$ cat config.mk
export PLATFORM = sky130hd
export DESIGN_NAME = verify_sequencer
export DESIGN_NICKNAME = d
export VERILOG_FILES = /design/src/rtl/verify_sequencer_pkg.sv /design/src/rtl/verify_msg_len.sv /design/src/rtl/verify_sequencer.sv
export SDC_FILE = /design/constraint.sdc
export NUM_CORES = 1
export LEC_CHECK = 0
export ABC_CLOCK_PERIOD_IN_PS = 12350
export CAP_MARGIN = 15
export CORE_MARGIN = 8
export CORE_UTILIZATION = 52
export DETAILED_ROUTE_END_ITERATION = 8
export GPL_TIMING_DRIVEN = 0
export PLACE_DENSITY = 0.89
export SLEW_MARGIN = 25
export SYNTH_ARGS = -nofsm -noshare
export SYNTH_HDL_FRONTEND = slang
export SYNTH_SLANG_ARGS = --single-unit
export TNS_END_PERCENT = 30
$ cat constraint.sdc
create_clock -name clk -period 12.35 [get_ports clk]
set_input_delay 1.235 -clock clk [delete_from_list [all_inputs] [get_ports clk]]
set_output_delay 1.235 -clock clk [all_outputs]
set_load 0.03 [all_outputs]
$ cat src/rtl/verify_sequencer_pkg.sv
// Shared constants, state encoding and section-size helpers for the signature verify sequencer.
// Section sizes are byte counts per security level, rounded up to whole W-bit words.
package verify_sequencer_pkg;

    typedef enum logic [3:0] {
        S_IDLE,
        S_START,
        S_RHO,
        S_C,
        S_Z,
        S_T1,
        S_MLEN,
        S_MSG,
        S_H,
        S_RESULT,
        S_HOLD
    } state_t;

    localparam int unsigned SEED_BYTES = 32;

    function automatic int unsigned words_of(input int unsigned bytes, input int unsigned w);
        return (bytes * 8 + w - 1) / w;
    endfunction

    function automatic int unsigned seed_words(input int sec_level, input int unsigned w);
        if (sec_level < 0) return words_of(SEED_BYTES, w);
        return words_of(SEED_BYTES, w);
    endfunction

    function automatic int unsigned z_words(input int sec_level, input int unsigned w);
        case (sec_level)
            2:       return words_of(2304, w);
            3:       return words_of(3200, w);
            default: return words_of(4480, w);
        endcase
    endfunction

    function automatic int unsigned t1_words(input int sec_level, input int unsigned w);
        case (sec_level)
            2:       return words_of(1280, w);
            3:       return words_of(1920, w);
            default: return words_of(2560, w);
        endcase
    endfunction

    // Hint vector is omega + K bytes.
    function automatic int unsigned h_words(input int sec_level, input int unsigned w);
        case (sec_level)
            2:       return words_of(84, w);
            3:       return words_of(61, w);
            default: return words_of(83, w);
        endcase
    endfunction

endpackage

$ cat src/rtl/verify_msg_len.sv
// Message word count: max(1, ceil(mlen*8/W)) for a byte length mlen.
// Latency: combinational. Backpressure: none.
module verify_msg_len #(
    parameter int W = 64
) (
    input  logic [31:0] mlen,
    output logic [31:0] msg_words
);

    logic [35:0] bits_up;
    logic [35:0] quot;

    assign bits_up   = {1'b0, mlen, 3'b000} + 36'(W - 1);
    assign quot      = bits_up / 36'(W);
    assign msg_words = (quot == 36'd0) ? 32'd1 : quot[31:0];

endmodule

$ cat src/rtl/verify_sequencer.sv
// Sequences host words into the signature core section by section, then returns the verdict.
// Latency: zero-cycle pass-through while loading; one START cycle; result held until res_ready.
// Backpressure: host_ready follows core_ready_i in load states; optional cycle_cnt under VERIFY_SEQ_CYCLE_CNT_EN.
module verify_sequencer
    import verify_sequencer_pkg::*;
#(
    parameter int HIGH_PERF = 1,
    parameter int SEC_LEVEL = 2,
    parameter int W         = 64
) (
    input  logic         clk,
    input  logic         rst,
    input  logic         host_start,
    input  logic         host_valid,
    output logic         host_ready,
    input  logic [W-1:0] host_data,
    output logic         core_start,
    output logic         core_valid_i,
    input  logic         core_ready_i,
    output logic [W-1:0] core_data_i,
    input  logic         core_valid_o,
    output logic         core_ready_o,
    input  logic [W-1:0] core_data_o,
    output logic         busy,
    output logic         res_valid,
    input  logic         res_ready,
    output logic         res_ok
`ifdef VERIFY_SEQ_CYCLE_CNT_EN
    ,output logic [31:0] cycle_cnt
`endif
);

    localparam int unsigned SEED_N = seed_words(SEC_LEVEL, W);
    localparam int unsigned Z_N    = z_words(SEC_LEVEL, W);
    localparam int unsigned T1_N   = t1_words(SEC_LEVEL, W);
    localparam int unsigned H_N    = h_words(SEC_LEVEL, W);

    state_t      state_q, state_d, nxt_sec;
    logic [31:0] cnt_q, cnt_d;
    logic [31:0] mlen_q, mlen_d;
    logic        res_ok_q, res_ok_d;
    logic [31:0] sec_len, msg_words;
    logic        load, fire, last;
`ifdef VERIFY_SEQ_CYCLE_CNT_EN
    logic [31:0] cyc_q, cyc_d;
`endif

    verify_msg_len #(.W(W)) u_msg_len (
        .mlen      (mlen_q),
        .msg_words (msg_words)
    );

    always_comb begin
        sec_len = 32'd1;
        load    = 1'b1;
        case (state_q)
            S_RHO, S_C: sec_len = SEED_N;
            S_Z:        sec_len = Z_N;
            S_T1:       sec_len = T1_N;
            S_H:        sec_len = H_N;
            S_MLEN:     sec_len = 32'd1;
            S_MSG:      sec_len = msg_words;
            default:    load    = 1'b0;
        endcase
    end

    // The two core variants consume the same sections in a different order.
    always_comb begin
        nxt_sec = S_RESULT;
        if (HIGH_PERF != 0) begin
            case (state_q)
                S_RHO:   nxt_sec = S_C;
                S_C:     nxt_sec = S_Z;
                S_Z:     nxt_sec = S_T1;
                S_T1:    nxt_sec = S_MLEN;
                S_MLEN:  nxt_sec = S_MSG;
                S_MSG:   nxt_sec = S_H;
                default: nxt_sec = S_RESULT;
            endcase
        end else begin
            case (state_q)
                S_RHO:   nxt_sec = S_T1;
                S_T1:    nxt_sec = S_C;
                S_C:     nxt_sec = S_Z;
                S_Z:     nxt_sec = S_H;
                S_H:     nxt_sec = S_MLEN;
                S_MLEN:  nxt_sec = S_MSG;
                default: nxt_sec = S_RESULT;
            endcase
        end
    end

    assign fire = load && host_valid && core_ready_i;
    assign last = fire && (cnt_q == sec_len - 32'd1);

    always_comb begin
        state_d  = state_q;
        cnt_d    = cnt_q;
        mlen_d   = mlen_q;
        res_ok_d = res_ok_q;
`ifdef VERIFY_SEQ_CYCLE_CNT_EN
        cyc_d    = cyc_q;
        if (state_q != S_IDLE && state_q != S_HOLD) cyc_d = cyc_q + 32'd1;
`endif
        case (state_q)
            S_IDLE: begin
                if (host_start) begin
                    state_d = S_START;
`ifdef VERIFY_SEQ_CYCLE_CNT_EN
                    cyc_d   = 32'd0;
`endif
                end
            end
            S_START: state_d = S_RHO;
            S_RESULT: begin
                if (core_valid_o) begin
                    res_ok_d = (core_data_o != {{(W-1){1'b0}}, 1'b1});
                    state_d  = S_HOLD;
                end
            end
            S_HOLD: begin
                if (res_ready) state_d = S_IDLE;
            end
            default: begin
                if (fire) begin
                    if (state_q == S_MLEN) mlen_d = host_data[31:0];
                    if (last) begin
                        cnt_d   = 32'd0;
                        state_d = nxt_sec;
                    end else begin
                        cnt_d = cnt_q + 32'd1;
                    end
                end
            end
        endcase
    end

    always_ff @(posedge clk) begin
        if (rst) begin
            state_q  <= S_IDLE;
            cnt_q    <= 32'd0;
            mlen_q   <= 32'd0;
            res_ok_q <= 1'b0;
`ifdef VERIFY_SEQ_CYCLE_CNT_EN
            cyc_q    <= 32'd0;
`endif
        end else begin
            state_q  <= state_d;
            cnt_q    <= cnt_d;
            mlen_q   <= mlen_d;
            res_ok_q <= res_ok_d;
`ifdef VERIFY_SEQ_CYCLE_CNT_EN
            cyc_q    <= cyc_d;
`endif
        end
    end

    assign core_start   = (state_q == S_START);
    assign core_valid_i = load && host_valid;
    assign host_ready   = load && core_ready_i;
    assign core_data_i  = load ? host_data : '0;
    assign core_ready_o = (state_q == S_RESULT);
    assign res_valid    = (state_q == S_HOLD);
    assign res_ok       = res_valid && res_ok_q;
    assign busy         = (state_q != S_IDLE);
`ifdef VERIFY_SEQ_CYCLE_CNT_EN
    assign cycle_cnt    = cyc_q;
`endif

endmodule

==> flow_summary_export.csv <==
group,metric,value,unit
global_route,grt_overflow,0,
floorplan,die_area,16200,um2
setup_path,rr_startpoint,"mlen_q[5]",
timing,setup_viol,0,
place,dpl.hpwl,19.5,mm
timing,finalClockSkew,0.00837,ns
timing,relSlewSlack,39.5,%
layout,fill_cells,973,
layout,drive_gt1_share,4.97,%
cts,hold_buffers,0,
drt,drtPass1Iterations,6,
cts,htreeDepth,3,
global_route,antenna_found_initial,0,
drt,vias_per_cell,5.92,
logic_synthesis,ys_seq_area_share,21.5,%
timing,period_minus_slack,6.99,ns
timing,tightest_slew,0.900,ns
drt,drt_iter0_drc,668,
cts,clockRootBuffer,"clkbuf_16",
floorplan,start_util,53.3,%
logic_synthesis,postSynthCellCount,925,
layout,layout_commonest_cell,"clkdlybuf4s50_1",
setup_path,critPathMaxStageDelay,0.69,ns
power,powerDensity,118,nW/um2
logic_synthesis,ys_warn_count,0,
setup_path,crit_slowest_cell,"nor4_1",
run,drv_cap,0,
setup_path,worst-setup-path-type,"reg2reg",
setup_path,crit_path_start_kind,"register",
floorplan,row_count,40,
setup_path,worstPathMaxFanout,10,
floorplan,ios,206,
layout,antennaDiodeCount,0,
cts,cts_inserted_buffers,9,
drt,wl_per_cell,18.3,um
setup_path,r2r_end,"cnt_q[26]",
layout,area_growth_syn_to_layout,39.6,%
logic_synthesis,synthDistinctLibCells,80,
power,finalPower,1.06,mW
setup_path,setup.worst_path.start,"mlen_q[5]",
floorplan,die_h,127,um
setup_path,critPathRequiredTime,12.58,ns
cts,clkTransAtPathRegs,0.06,ns
power,p_leak,3.07,nW
setup_path,arrival,7.22,ns
logic_synthesis,ys_ff_latch,69,
setup_path,reg2reg_slack,5.36,ns
power,vdd_drop_max,0.0996,mV
global_route,grt_pass1_wl,38.4,mm
timing,hold_viol_final,0,
cts,cts_resized,0,
place,port_buffers,205,
cts,cts_tree,"built",
cts,clk_latency,0.35,ns
run_status,outcome,"finished clean",
place,placed_cells,1298,
global_route,grt_max_degree,12,
timing,fmax,143,MHz
logic_synthesis,syn_area_per_cell,6.95,um2
setup_path,path_buf_inv,9,
logic_synthesis,synth_enable_flop_cells,0,
floorplan,die_w,127,um
layout,nets,1278,
timing,fin_crit_sh,56.6,%
drt,ant_nets,0,
cts,post-cts-setup-buffers,0,
timing,rsz0062_at_grt,"no",
setup_path,crit_cells,27,
cts,clock-sinks,69,
global_route,grt_pass1_vias,7499,
floorplan,coreArea,12100,um2
logic_synthesis,async_reset_ff_share,0,%
cts,clock_path_buffers,2,
drt,drc_errors,0,
timing,slew_violations,0,
layout,final_cell_mix,"clkdlybuf4s50_1 (205), nand2_1 (125), nor2_1 (83), and2_1 (73), dfxtp_1 (69)",
place,place_congestion,1.01,
logic_synthesis,synth_ff_type,"dfxtp_1",
logic_synthesis,synth_nets,1062,
setup_path,reg2reg_depth,27,
place,dpl_cell_area,8690,um2
setup_path,critical_path.top_delay_family,"simple AND/OR/NAND/NOR gates",
timing,setup_tns,0,ns
drt,dr_total_vias,7784,
drt,drt-total-wl,24.1,mm
hold_path,hold_path_class,"reg2reg",
setup_path,critPathCaptureType,"register",
layout,final_cells,1314,
logic_synthesis,netlist_area,6420,um2
layout,final_cell_area,8970,um2
setup_path,critPathCapture,"cnt_q[26]",
global_route,grt.total_usage,29.4,%
-- cell type report --
class,count,area (um2),share of cell area (%)
Multi-Input combinational cell,771,4670,52.1
Timing Repair Buffer,205,2050,22.9
Sequential cell,69,1380,15.4
Buffer,75,335,3.74
Clock buffer,13,260,2.90
Tap cell,168,210,2.34
Inverter,10,37.5,0.419
Clock inverter,3,20.0,0.223
-- Yosys cell counts (4+ instances only) --
master / n / share of area (%)
nand2_1: 125 / 7.3
nor2b_1: 4 / 0.39
and2_1: 73 / 7.1
o211ai_1: 7 / 0.82
buf_1: 4 / 0.23
nand2b_1: 8 / 0.78
mux2i_1: 9 / 1.4
o22ai_1: 6 / 0.58
xnor2_1: 32 / 4.4
nor3_1: 28 / 2.2
inv_1: 10 / 0.58
a211oi_1: 9 / 1.1
a22oi_1: 4 / 0.47
nand4_1: 32 / 3.1
nor2_1: 83 / 4.8
nor3b_1: 6 / 0.70
a21oi_1: 56 / 4.4
buf_2: 15 / 1.2
dfxtp_1: 69 / 21
o211a_1: 4 / 0.62
a21o_1: 4 / 0.47
nand3_1: 36 / 2.8
clkbuf_1: 49 / 2.9
o21ai_0: 28 / 2.2
or3_1: 16 / 1.6
xor2_1: 40 / 5.5
o31ai_1: 10 / 1.2
and4_1: 5 / 0.68
or2_2: 5 / 0.49
o2111ai_1: 4 / 0.55
nor4_1: 31 / 3.0
and3_1: 17 / 1.7
a311oi_1: 6 / 0.82
a31oi_1: 7 / 0.68
or4_1: 14 / 1.6
-- per-stage QoR --
step                      hold slack, ns  worst slack [ns]  utilization (%)
after floorplan                    0.457              6.92                -
after global placement             0.489              5.59             72.0
after detailed placement           0.491              5.72             72.0
after CTS                          0.501              5.66             74.3
after global routing               0.537              5.00             74.3
final                              0.501              5.36             74.3
-- report_power, final --
part	total, mW	switching, mW	internal [mW]
sequential	0.229	0.00239	0.226
combinational	0.585	0.329	0.256
clock	0.247	0.100	0.147
-- flip-flops by register name, indices dropped and copies added, names as in the netlist --
name      count
state_q       4
cnt_q        32
mlen_q       32
res_ok_q      1
-- cells by family after synthesis --
kind of cell / Yosys count / synth area share (%)
simple gates: 504 / 41.7
compound gates: 184 / 19.4
buf+inv: 85 / 5.80
xor+xnor: 72 / 9.82
flops: 69 / 21.5
mux: 9 / 1.40
fa+ha+maj: 2 / 0.389
-- per-layer routing --
| metal | track usage [%] | wire length, um | vias up |
|---|---|---|---|
| li1 | - | - | 3777 |
| met1 | 31.5 | 9070 | 3543 |
| met2 | 53.5 | 12100 | 401 |
| met3 | 8.82 | 2260 | 63 |
| met4 | 10.7 | 690 | 0 |
| met5 | 0 | 0 | - |
-- worst register-to-register path, delay by kind of cell, from the launching register on --
kind                     cells  cell delay (ns)
flip-flops                   1             0.31
adder cells (fa/ha/maj)      1             0.21
AND/OR/NAND/NOR             13             3.31
AO/OA/AOI/OAI                4             1.01
buffers and inverters        9             2.06
-- worst min path at each step --
stage	depth (start not counted)	from	end
3_5_place_dp	2	mlen_q[24]	mlen_q[24]
3_3_place_gp	2	mlen_q[24]	mlen_q[24]
4_1_cts	2	mlen_q[24]	mlen_q[24]
5_1_grt	2	mlen_q[24]	mlen_q[24]
2_1_floorplan	2	mlen_q[31]	mlen_q[31]
6_report	2	mlen_q[24]	mlen_q[24]
No activity file was read; power rests on OpenSTA's default activity.
